<file path="config.mk">
export PLATFORM = sky130hd
export DESIGN_NAME = dac_iq_frame_ctrl
export DESIGN_NICKNAME = d
export VERILOG_FILES = /design/src/rtl/dac_iq_frame_ctrl.sv
export SDC_FILE = /design/constraint.sdc
export NUM_CORES = 1
export LEC_CHECK = 0
export BUFFER_PORTS_ARGS = -buffer_cell sky130_fd_sc_hd__buf_2
export CAP_MARGIN = 25
export CORE_MARGIN = 5
export CORE_UTILIZATION = 25
export DETAILED_ROUTE_END_ITERATION = 10
export SETUP_SLACK_MARGIN = 0.15
export SLEW_MARGIN = 20
export SYNTH_ARGS = -nofsm -noshare
export SYNTH_HDL_FRONTEND = slang
export SYNTH_SLANG_ARGS = --single-unit
</file>
<file path="constraint.sdc">
create_clock -name sys_clk -period 6.9 [get_ports sys_clk]
set_clock_uncertainty 0.1 [all_clocks]
set_input_delay 1.725 -clock sys_clk [delete_from_list [all_inputs] [get_ports sys_clk]]
set_output_delay 1.725 -clock sys_clk [all_outputs]
set_load 0.02 [all_outputs]
</file>
<file path="src/rtl/dac_iq_frame_ctrl.sv">
// Sequencer for one dual-channel DAC port: buffers I/Q pairs, runs power-up/enable,
// and interleaves I then Q onto the shared data bus with a matching DCLKIO select.
//   state   | meaning
//   S_OFF   | powered down, bus parked at MID, FIFO flushed on entry
//   S_PWRUP | PWRDN released, outputs disabled, power-up timer running
//   S_RUN   | outputs enabled, one I/Q pair emitted per frame
//   S_STOP  | one trailing MID frame before returning to OFF
module dac_iq_frame_ctrl #(
    parameter int DATA_W       = 10,
    parameter int FIFO_DEPTH   = 16,
    parameter int PH_DIV       = 2,
    parameter int PWRUP_CYCLES = 1000
) (
    input  logic                          sys_clk,
    input  logic                          sys_rst,
    input  logic                          ctrl_enable,
    input  logic                          ctrl_format,
    input  logic                          wr_valid,
    input  logic [DATA_W-1:0]             wr_i,
    input  logic [DATA_W-1:0]             wr_q,
    output logic                          wr_ready,
    output logic [$clog2(FIFO_DEPTH):0]   fifo_level,
    output logic                          underflow,
    output logic                          busy,
    output logic [DATA_W-1:0]             dac_data,
    output logic                          dac_dclkio,
    output logic                          dac_pwrdn,
    output logic                          dac_openi,
    output logic                          dac_openq,
    output logic                          dac_format,
    output logic                          dac_pinmd,
    output logic                          dac_clkmd
);
    localparam int AW    = $clog2(FIFO_DEPTH);
    localparam int PH_W  = $clog2(2 * PH_DIV);
    localparam int CNT_W = $clog2(PWRUP_CYCLES + 1);

    localparam logic [PH_W-1:0]   PH_LAST  = PH_W'(2 * PH_DIV - 1);
    localparam logic [PH_W-1:0]   PH_HALF  = PH_W'(PH_DIV);
    localparam logic [CNT_W-1:0]  CNT_LOAD = CNT_W'(PWRUP_CYCLES - 1);
    localparam logic [AW:0]       LVL_FULL = (AW + 1)'(FIFO_DEPTH);
    localparam logic [DATA_W-1:0] MID_OB   = DATA_W'(1) << (DATA_W - 1);

    typedef enum logic [1:0] {S_OFF, S_PWRUP, S_RUN, S_STOP} state_t;

    state_t               state, state_nx;
    logic [CNT_W-1:0]     pwr_cnt;
    logic [PH_W-1:0]      ph, ph_nx;
    logic [AW:0]          wptr, rptr;
    logic [2*DATA_W-1:0]  mem [FIFO_DEPTH];

    logic [DATA_W-1:0]    hold_i, hold_q, hold_i_nx, hold_q_nx;
    logic [DATA_W-1:0]    data_nx, mid_nx, head_i, head_q;
    logic                 dclk_nx, pwrdn_nx, open_nx, fmt_nx, unf_nx, busy_nx;
    logic                 last_ph, pwr_done, frame_start;
    logic                 push, pop, fifo_empty, fifo_clr;

    assign dac_pinmd  = 1'b1;
    assign dac_clkmd  = 1'b0;

    assign fifo_level = wptr - rptr;
    assign wr_ready   = (fifo_level != LVL_FULL);
    assign fifo_empty = (wptr == rptr);
    assign head_i     = mem[rptr[AW-1:0]][2*DATA_W-1:DATA_W];
    assign head_q     = mem[rptr[AW-1:0]][DATA_W-1:0];

    assign last_ph  = (ph == PH_LAST);
    assign pwr_done = (pwr_cnt == '0);
    assign ph_nx    = ((state == S_RUN || state == S_STOP) && !last_ph) ? ph + PH_W'(1) : '0;

    // A frame starts on RUN entry and on every in-RUN wrap; only then is the FIFO popped.
    assign frame_start = (state_nx == S_RUN) && (ph_nx == '0);
    assign push        = wr_valid & wr_ready;
    assign pop         = frame_start & ~fifo_empty;
    assign fifo_clr    = (state_nx == S_OFF) && (state != S_OFF);

    always_ff @(posedge sys_clk or negedge sys_rst) begin
        if (!sys_rst) state <= S_OFF;
        else          state <= state_nx;
    end

    always_comb begin
        state_nx = state;
        case (state)
            S_OFF:   if (ctrl_enable) state_nx = S_PWRUP;
            S_PWRUP: begin
                if (!ctrl_enable)  state_nx = S_OFF;
                else if (pwr_done) state_nx = S_RUN;
            end
            S_RUN:   if (last_ph && !ctrl_enable) state_nx = S_STOP;
            S_STOP:  if (last_ph) state_nx = S_OFF;
            default: state_nx = S_OFF;
        endcase
    end

    always_comb begin
        fmt_nx    = (state == S_OFF && state_nx == S_PWRUP) ? ctrl_format : dac_format;
        mid_nx    = fmt_nx ? '0 : MID_OB;
        unf_nx    = (state == S_OFF && state_nx == S_PWRUP) ? 1'b0 : underflow;
        hold_i_nx = hold_i;
        hold_q_nx = hold_q;
        data_nx   = mid_nx;
        dclk_nx   = 1'b0;
        pwrdn_nx  = 1'b1;
        open_nx   = 1'b0;
        busy_nx   = (state_nx != S_OFF);
        case (state_nx)
            S_PWRUP: pwrdn_nx = 1'b0;
            S_RUN: begin
                pwrdn_nx = 1'b0;
                open_nx  = 1'b1;
                if (frame_start) begin
                    if (pop) begin
                        hold_i_nx = head_i;
                        hold_q_nx = head_q;
                        data_nx   = head_i;
                    end else begin
                        hold_i_nx = mid_nx;
                        hold_q_nx = mid_nx;
                        unf_nx    = 1'b1;
                    end
                end else begin
                    dclk_nx = (ph_nx >= PH_HALF);
                    data_nx = dclk_nx ? hold_q : hold_i;
                end
            end
            S_STOP: begin
                pwrdn_nx = 1'b0;
                open_nx  = 1'b1;
                dclk_nx  = (ph_nx >= PH_HALF);
            end
            default: ;
        endcase
    end

    always_ff @(posedge sys_clk or negedge sys_rst) begin
        if (!sys_rst) begin
            pwr_cnt <= '0;
            ph      <= '0;
        end else begin
            ph <= ph_nx;
            if (state == S_OFF && state_nx == S_PWRUP) pwr_cnt <= CNT_LOAD;
            else if (state == S_PWRUP && !pwr_done)    pwr_cnt <= pwr_cnt - CNT_W'(1);
        end
    end

    // Flush on OFF entry wins over a same-edge write.
    always_ff @(posedge sys_clk or negedge sys_rst) begin
        if (!sys_rst) begin
            wptr <= '0;
            rptr <= '0;
        end else if (fifo_clr) begin
            wptr <= '0;
            rptr <= '0;
        end else begin
            if (push) wptr <= wptr + (AW + 1)'(1);
            if (pop)  rptr <= rptr + (AW + 1)'(1);
        end
    end

    always_ff @(posedge sys_clk) begin
        if (push && !fifo_clr) mem[wptr[AW-1:0]] <= {wr_i, wr_q};
    end

    always_ff @(posedge sys_clk or negedge sys_rst) begin
        if (!sys_rst) begin
            dac_data   <= '0;
            dac_dclkio <= 1'b0;
            dac_pwrdn  <= 1'b1;
            dac_openi  <= 1'b0;
            dac_openq  <= 1'b0;
            dac_format <= 1'b0;
            underflow  <= 1'b0;
            busy       <= 1'b0;
            hold_i     <= '0;
            hold_q     <= '0;
        end else begin
            dac_data   <= data_nx;
            dac_dclkio <= dclk_nx;
            dac_pwrdn  <= pwrdn_nx;
            dac_openi  <= open_nx;
            dac_openq  <= open_nx;
            dac_format <= fmt_nx;
            underflow  <= unf_nx;
            busy       <= busy_nx;
            hold_i     <= hold_i_nx;
            hold_q     <= hold_q_nx;
        end
    end

endmodule
</file>
; After elaboration in Yosys (flattened, before gate mapping)
; Memory sizes are Yosys's and may differ from the RTL's.
; Cells that the tools add are included.
[op_classes]
add_sub_neg = 5
n_lt_le_gt_ge = 1
eq_ne = 9
mux = 30
n_bitwise = 3
n_reduce_logical = 24
[ops]
columns = op, count
row1 = two-way mux 10 bit, 8
row2 = two-way mux 5 bit, 4
row3 = two-way mux 2 bit, 6
row4 = "adder 5 x 1 -> 5 bit, second input constant", 2
row5 = "equality test 2 bit, second input constant", 5
row6 = zero test 10 bit, 1
row7 = two-way mux 1 bit, 10
row8 = nonzero test 2 bit, 5
row9 = "subtractor 10 x 1 -> 10 bit, second input constant", 1
row10 = case mux 2 bit (4 select lines), 1
row11 = logical AND 1 bit, 7
row12 = zero test 2 bit, 3
row13 = equality test 5 bit, 1
row14 = "!= test 5 bit, second input constant", 1
row15 = subtractor 5 bit, 1
row16 = "equality test 2 x 1 -> 1 bit, second input constant", 2
row17 = zero test 1 bit, 4
row18 = OR reduction 3 bit, 1
row19 = "adder 2 x 1 -> 2 bit, second input constant", 1
row20 = bitwise AND 1 bit, 2
row21 = "greater-or-equal comparator 2 bit, second input constant", 1
row22 = case mux 1 bit (2 select lines), 1
row23 = AND reduction 2 bit, 1
row24 = OR reduction 2 bit, 1
row25 = other kinds (2), 2
[totals]
register_bits = 60
ram_bits = 320
output_inout_bits = 25
word_cells = 87
memories = 1
[mem_list]
columns = memory, words, word_bits, read_ports, rd_ports_with_merged_regs, wr, line_no
row1 = mem, 16, 20, 1, 0, 1, 50  ; logic [2*DATA_W-1:0] mem [FIFO_DEPTH];

; Logic depth before layout (Yosys ltp)
[logic_depth]
word_depth = 11
depth_mapped = 12
depth_no_buf = 8

; Worst setup path before layout
; OpenSTA, ideal clock, no wires.
[synth_path]
path_kind = flip-flop to flip-flop
from = register rptr[2]
to = memory mem[1][0] (netlist bit) (enable)
setup_time_ps = 448
arrival_time_ps = 4939
path_slack_ps = 1413
stages_incl_launch_ff = 12
n_path_buf = 4
synth_period_minus_slack_ps = 5487
path_cell_list = dfrtp_1 > clkbuf_1 > clkbuf_1 > buf_2 > inv_1 > clkbuf_1 > ha_1 > xnor2_1 > nor2_1 > mux2_2 > a211o_1 > nor4_1
[synth_via]
elab_chain_len = 6
[synth_lines]
columns = element, line_no
row1 = "start, declared", 49  ; logic [AW:0] wptr, rptr;
row2 = "start signal, assigned", 157  ; if (pop) rptr <= rptr + (AW + 1)'(1);
row3 = subtractor 5 bit, 61  ; assign fifo_level = wptr - rptr;
row4 = named net fifo_level[2], 22  ; output logic [$clog2(FIFO_DEPTH):0] fifo_level,
row5 = != test 5 bit, 62  ; assign wr_ready = (fifo_level != LVL_FULL);
row6 = bitwise AND 1 bit, 73  ; assign push = wr_valid & wr_ready;
row7 = logical AND 1 bit, 162  ; if (push && !fifo_clr) mem[wptr[AW-1:0]] <= {wr_i, wr_q};
row8 = two-way mux 1 bit, 162
row9 = two-way mux 1 bit (not written as such), 162
row10 = "end, declared", 50
; The timed path passes the listed nets, and every way through them passes these cells.

; Worst setup path in the final report
[layout_path]
from = register rptr[0]
to = output wr_ready
[layout_via]
elab_chain_len = 2
[layout_lines]
columns = element, line_no
row1 = subtractor 5 bit, 61
row2 = != test 5 bit, 62
row3 = "end, declared", 21  ; output logic wr_ready,
; No other way between the ends.

==> flow_summary_export.csv <==
group,metric,value,unit
outcome,status,"finished, final reports clean",
grt,grt_pass1_vias,8186,
worst_setup_path,start_kind,"flip-flop",
flow_run,maxCapViolCount,0,
hold_path,min_path_cells,1,
clock_tree,clock_sinks,380,
power,leakage,6.08,nW
die,design.core.area,60400,um^2
timing,setup_slack,2140,ps
die,dieWidth,257,um
timing,worst_pin_slew,816,ps
cells_and_area,nets,963,
place,port_buffers,47,
yosys,synth-main-ff-cell,"edfxtp_1",
worst_setup_path,r2r-start,"rptr[0]$_DFFE_PN0P_",
place,dp_slack,2390,ps
yosys,ys_warn_count,0,
cells_and_area,areaGrowthSynthToFinish,17.5,%
timing,fin_crit_sh,69.0,%
power,switching_share,23.7,%
routing,wl_per_cell,19.9,um
routing,drtIter0Drc,603,
die,fp-row-count,90,
routing,ant_nets,0,
cells_and_area,stdcell_count,1740,
clock_tree,cts_setup_buffers,0,
power,power_density,305,nW/um^2
worst_setup_path,criticalPathCategory,"flip-flop to primary output",
hold_path,worstHoldStart,"hold_i[6]$_DFFE_PN0P_",
yosys,synth_seq_area_share,72.9,%
yosys,async_flop_share,15.8,%
yosys,avgSynthCellArea,17.8,um^2
timing,rsz0062_at_grt,"false",
cells_and_area,final_common_cell,"edfxtp_1",
clock_tree,h-tree-depth,2,
yosys,syn_nets,894,
yosys,synth-edff-count,320,
routing,dr.pass1.iters,5,
die,ios,50,
place,post-place-cells,1665,
worst_setup_path,crit_fanout,28,
cells_and_area,drive_gt1_share,25.9,%
power,ir_worst_vdd,159,uV
cells_and_area,final_util,29.7,%
timing,min_period,4760,ps
clock_tree,clkTransAtPathRegs,60,ps
clock_tree,cts_made_buffers,41,
worst_setup_path,cp.required,5080,ps
timing,hold_viol_final,0,
clock_tree,cts_buffer_depth,3,
clock_tree,holdBufCountCts,0,
routing,wirelength,34700,um
routing,drc,0,
power,p_total,0.00546,W
die,start_util,25.3,%
power,pwr-share-comb,9.5,%
timing,slew_violations,0,
die,dieArea,66000,um^2
routing,vias,7893,
place,dpl.hpwl,21400,um
yosys,ys_types,53,
clock_tree,cts_resized,0,
grt,grt_use_total,10.3,%
grt,grt_remaining_overflow,0,
cells_and_area,final_cell_mix,"edfxtp_1, nand2_1, mux4_2",
yosys,syn_area,15200,um^2
clock_tree,clock_latency,540,ps
place,gp_congestion,0.776,
power,p_switching,0.00130,W
timing,clock.fmax,210,MHz
routing,vias_per_cell,4.54,
clock_tree,cts_root_buf,"clkbuf_16",
hold_path,holdCritPathClass,"flip-flop to flip-flop",
worst_setup_path,cp_data_arrival_time,2940,ps
grt,grt_pass1_wl,52800,um
power,p_clk_share,41.2,%
timing,finalSetupTns,0,ps
clock_tree,cts_tree,"yes",
worst_setup_path,reg2reg_depth,8,
grt,antenna_found_initial,5,
worst_setup_path,r2r_slack,2610,ps
power,pwr-share-seq,49.2,%
power,intPower,0.00416,W
worst_setup_path,end_kind,"primary output",
worst_setup_path,r2r_end,"mem[9][4]$_DFFE_PP_",
hold_path,hold_end,"hold_i[6]$_DFFE_PN0P_",
grt,grt_max_degree,50,
timing,finalSetupViolCount,0,
die,die_y,257,um
yosys,ys_ff_latch,380,
yosys,synthCells,857,
cells_and_area,n_antenna_cell,0,
timing,relSlewSlack,45.6,%
[flip-flops by register name (all words and copies together), names as in the netlist, 2 cells and up]
signal    flops
mem         320
dac_data     10
hold_i       10
hold_q       10
pwr_cnt      10
rptr          5
wptr          5
ph            2
state         2
[per-stage QoR]
step / hold WS (ps) / instance area, um^2
2_1_floorplan: 348 / 15200
3_3_place_gp: 362 / 16500
3_5_place_dp: 370 / 16500
4_1_cts: 383 / 17900
5_1_grt: 393 / 17900
6_report: 380 / 17900
[synth_stat cells (3+ instances only)]
cell / instances / area [um^2]
a21o_1: 10 / 75.1
a21oi_1: 31 / 155
a22oi_1: 8 / 60.1
a31oi_1: 5 / 31.3
and2_1: 3 / 18.8
and3_1: 9 / 56.3
buf_1: 4 / 15.0
buf_2: 10 / 50.1
buf_4: 6 / 45.0
buf_6: 3 / 33.8
clkbuf_1: 24 / 90.1
dfrtp_1: 59 / 1480
edfxtp_1: 320 / 9610
ha_1: 11 / 138
inv_1: 16 / 60.1
mux2i_1: 12 / 120
mux4_2: 86 / 1940
nand2_1: 99 / 372
nand2b_1: 9 / 56.3
nand3_1: 12 / 60.1
nand4_1: 6 / 37.5
nor2_1: 23 / 86.3
nor3_1: 14 / 70.1
nor4_1: 7 / 43.8
o21a_1: 8 / 60.1
o21ai_0: 7 / 35.0
o21ai_1: 12 / 60.1
or4_1: 3 / 22.5
xnor2_1: 6 / 52.6
xor2_1: 5 / 43.8
[power groups by stage]
stage          clock network [W]  registers [W]  logic [W]
2_1_floorplan                  0        0.00272   0.000301
3_3_place_gp                   0        0.00273   0.000508
5_1_grt                  0.00240        0.00270   0.000571
6_report                 0.00225        0.00269   0.000521
4_1_cts                  0.00230        0.00269   0.000524
3_5_place_dp                   0        0.00273   0.000520
[worst max path at each step]
stage	start	to	slack [ps]	depth (start not counted)
floorplan	rptr[2]$_DFFE_PN0P_	mem[1][0]$_DFFE_PP_	1410	11
global placement	ctrl_enable	mem[13][8]$_DFFE_PP_	2460	7
detailed placement	ctrl_enable	mem[9][3]$_DFFE_PP_	2390	7
CTS	rptr[0]$_DFFE_PN0P_	wr_ready	2080	7
global route	rptr[0]$_DFFE_PN0P_	wr_ready	1920	7
finish	rptr[0]$_DFFE_PN0P_	wr_ready	2140	7
[critical path: stages, from the launching register on]
cell and delay [ps]:
dfrtp_4 700, ha_1 320, fa_1 510, inv_1 60, nor4_1 260, mux2_2 260, nand2_1 80, buf_2 190
[final cells by class]
type	instances	area (um^2)
inverter	17	63.8
clock inverter	27	299
fill	5894	42400
clock buffer	48	1090
sequential	380	11100
tap	782	978
timing repair buffer	73	430
multi-input combinational	413	3930
[cell families after synthesis]
| family | after synthesis | share of synthesized area (%) |
|---|---|---|
| buffers and inverters | 64 | 1.95 |
| adder cells (fa/ha/maj) | 12 | 1.03 |
| other | 2 | 0.0493 |
| XOR/XNOR | 11 | 0.632 |
| AND/OR/NAND/NOR | 194 | 6.00 |
| multiplexers | 99 | 13.6 |
| flip-flops | 380 | 72.9 |
| AO/OA/AOI/OAI | 95 | 3.87 |
[metal layers]
layer,vias up,GRT usage [%],share of wire (%)
met5,-,0,0.16
met4,8,2.97,2.1
met3,52,2.53,6.0
met2,207,16.2,47
met1,4125,14.3,44
li1,3501,-,-
No activity file was read; power rests on OpenSTA's default activity.
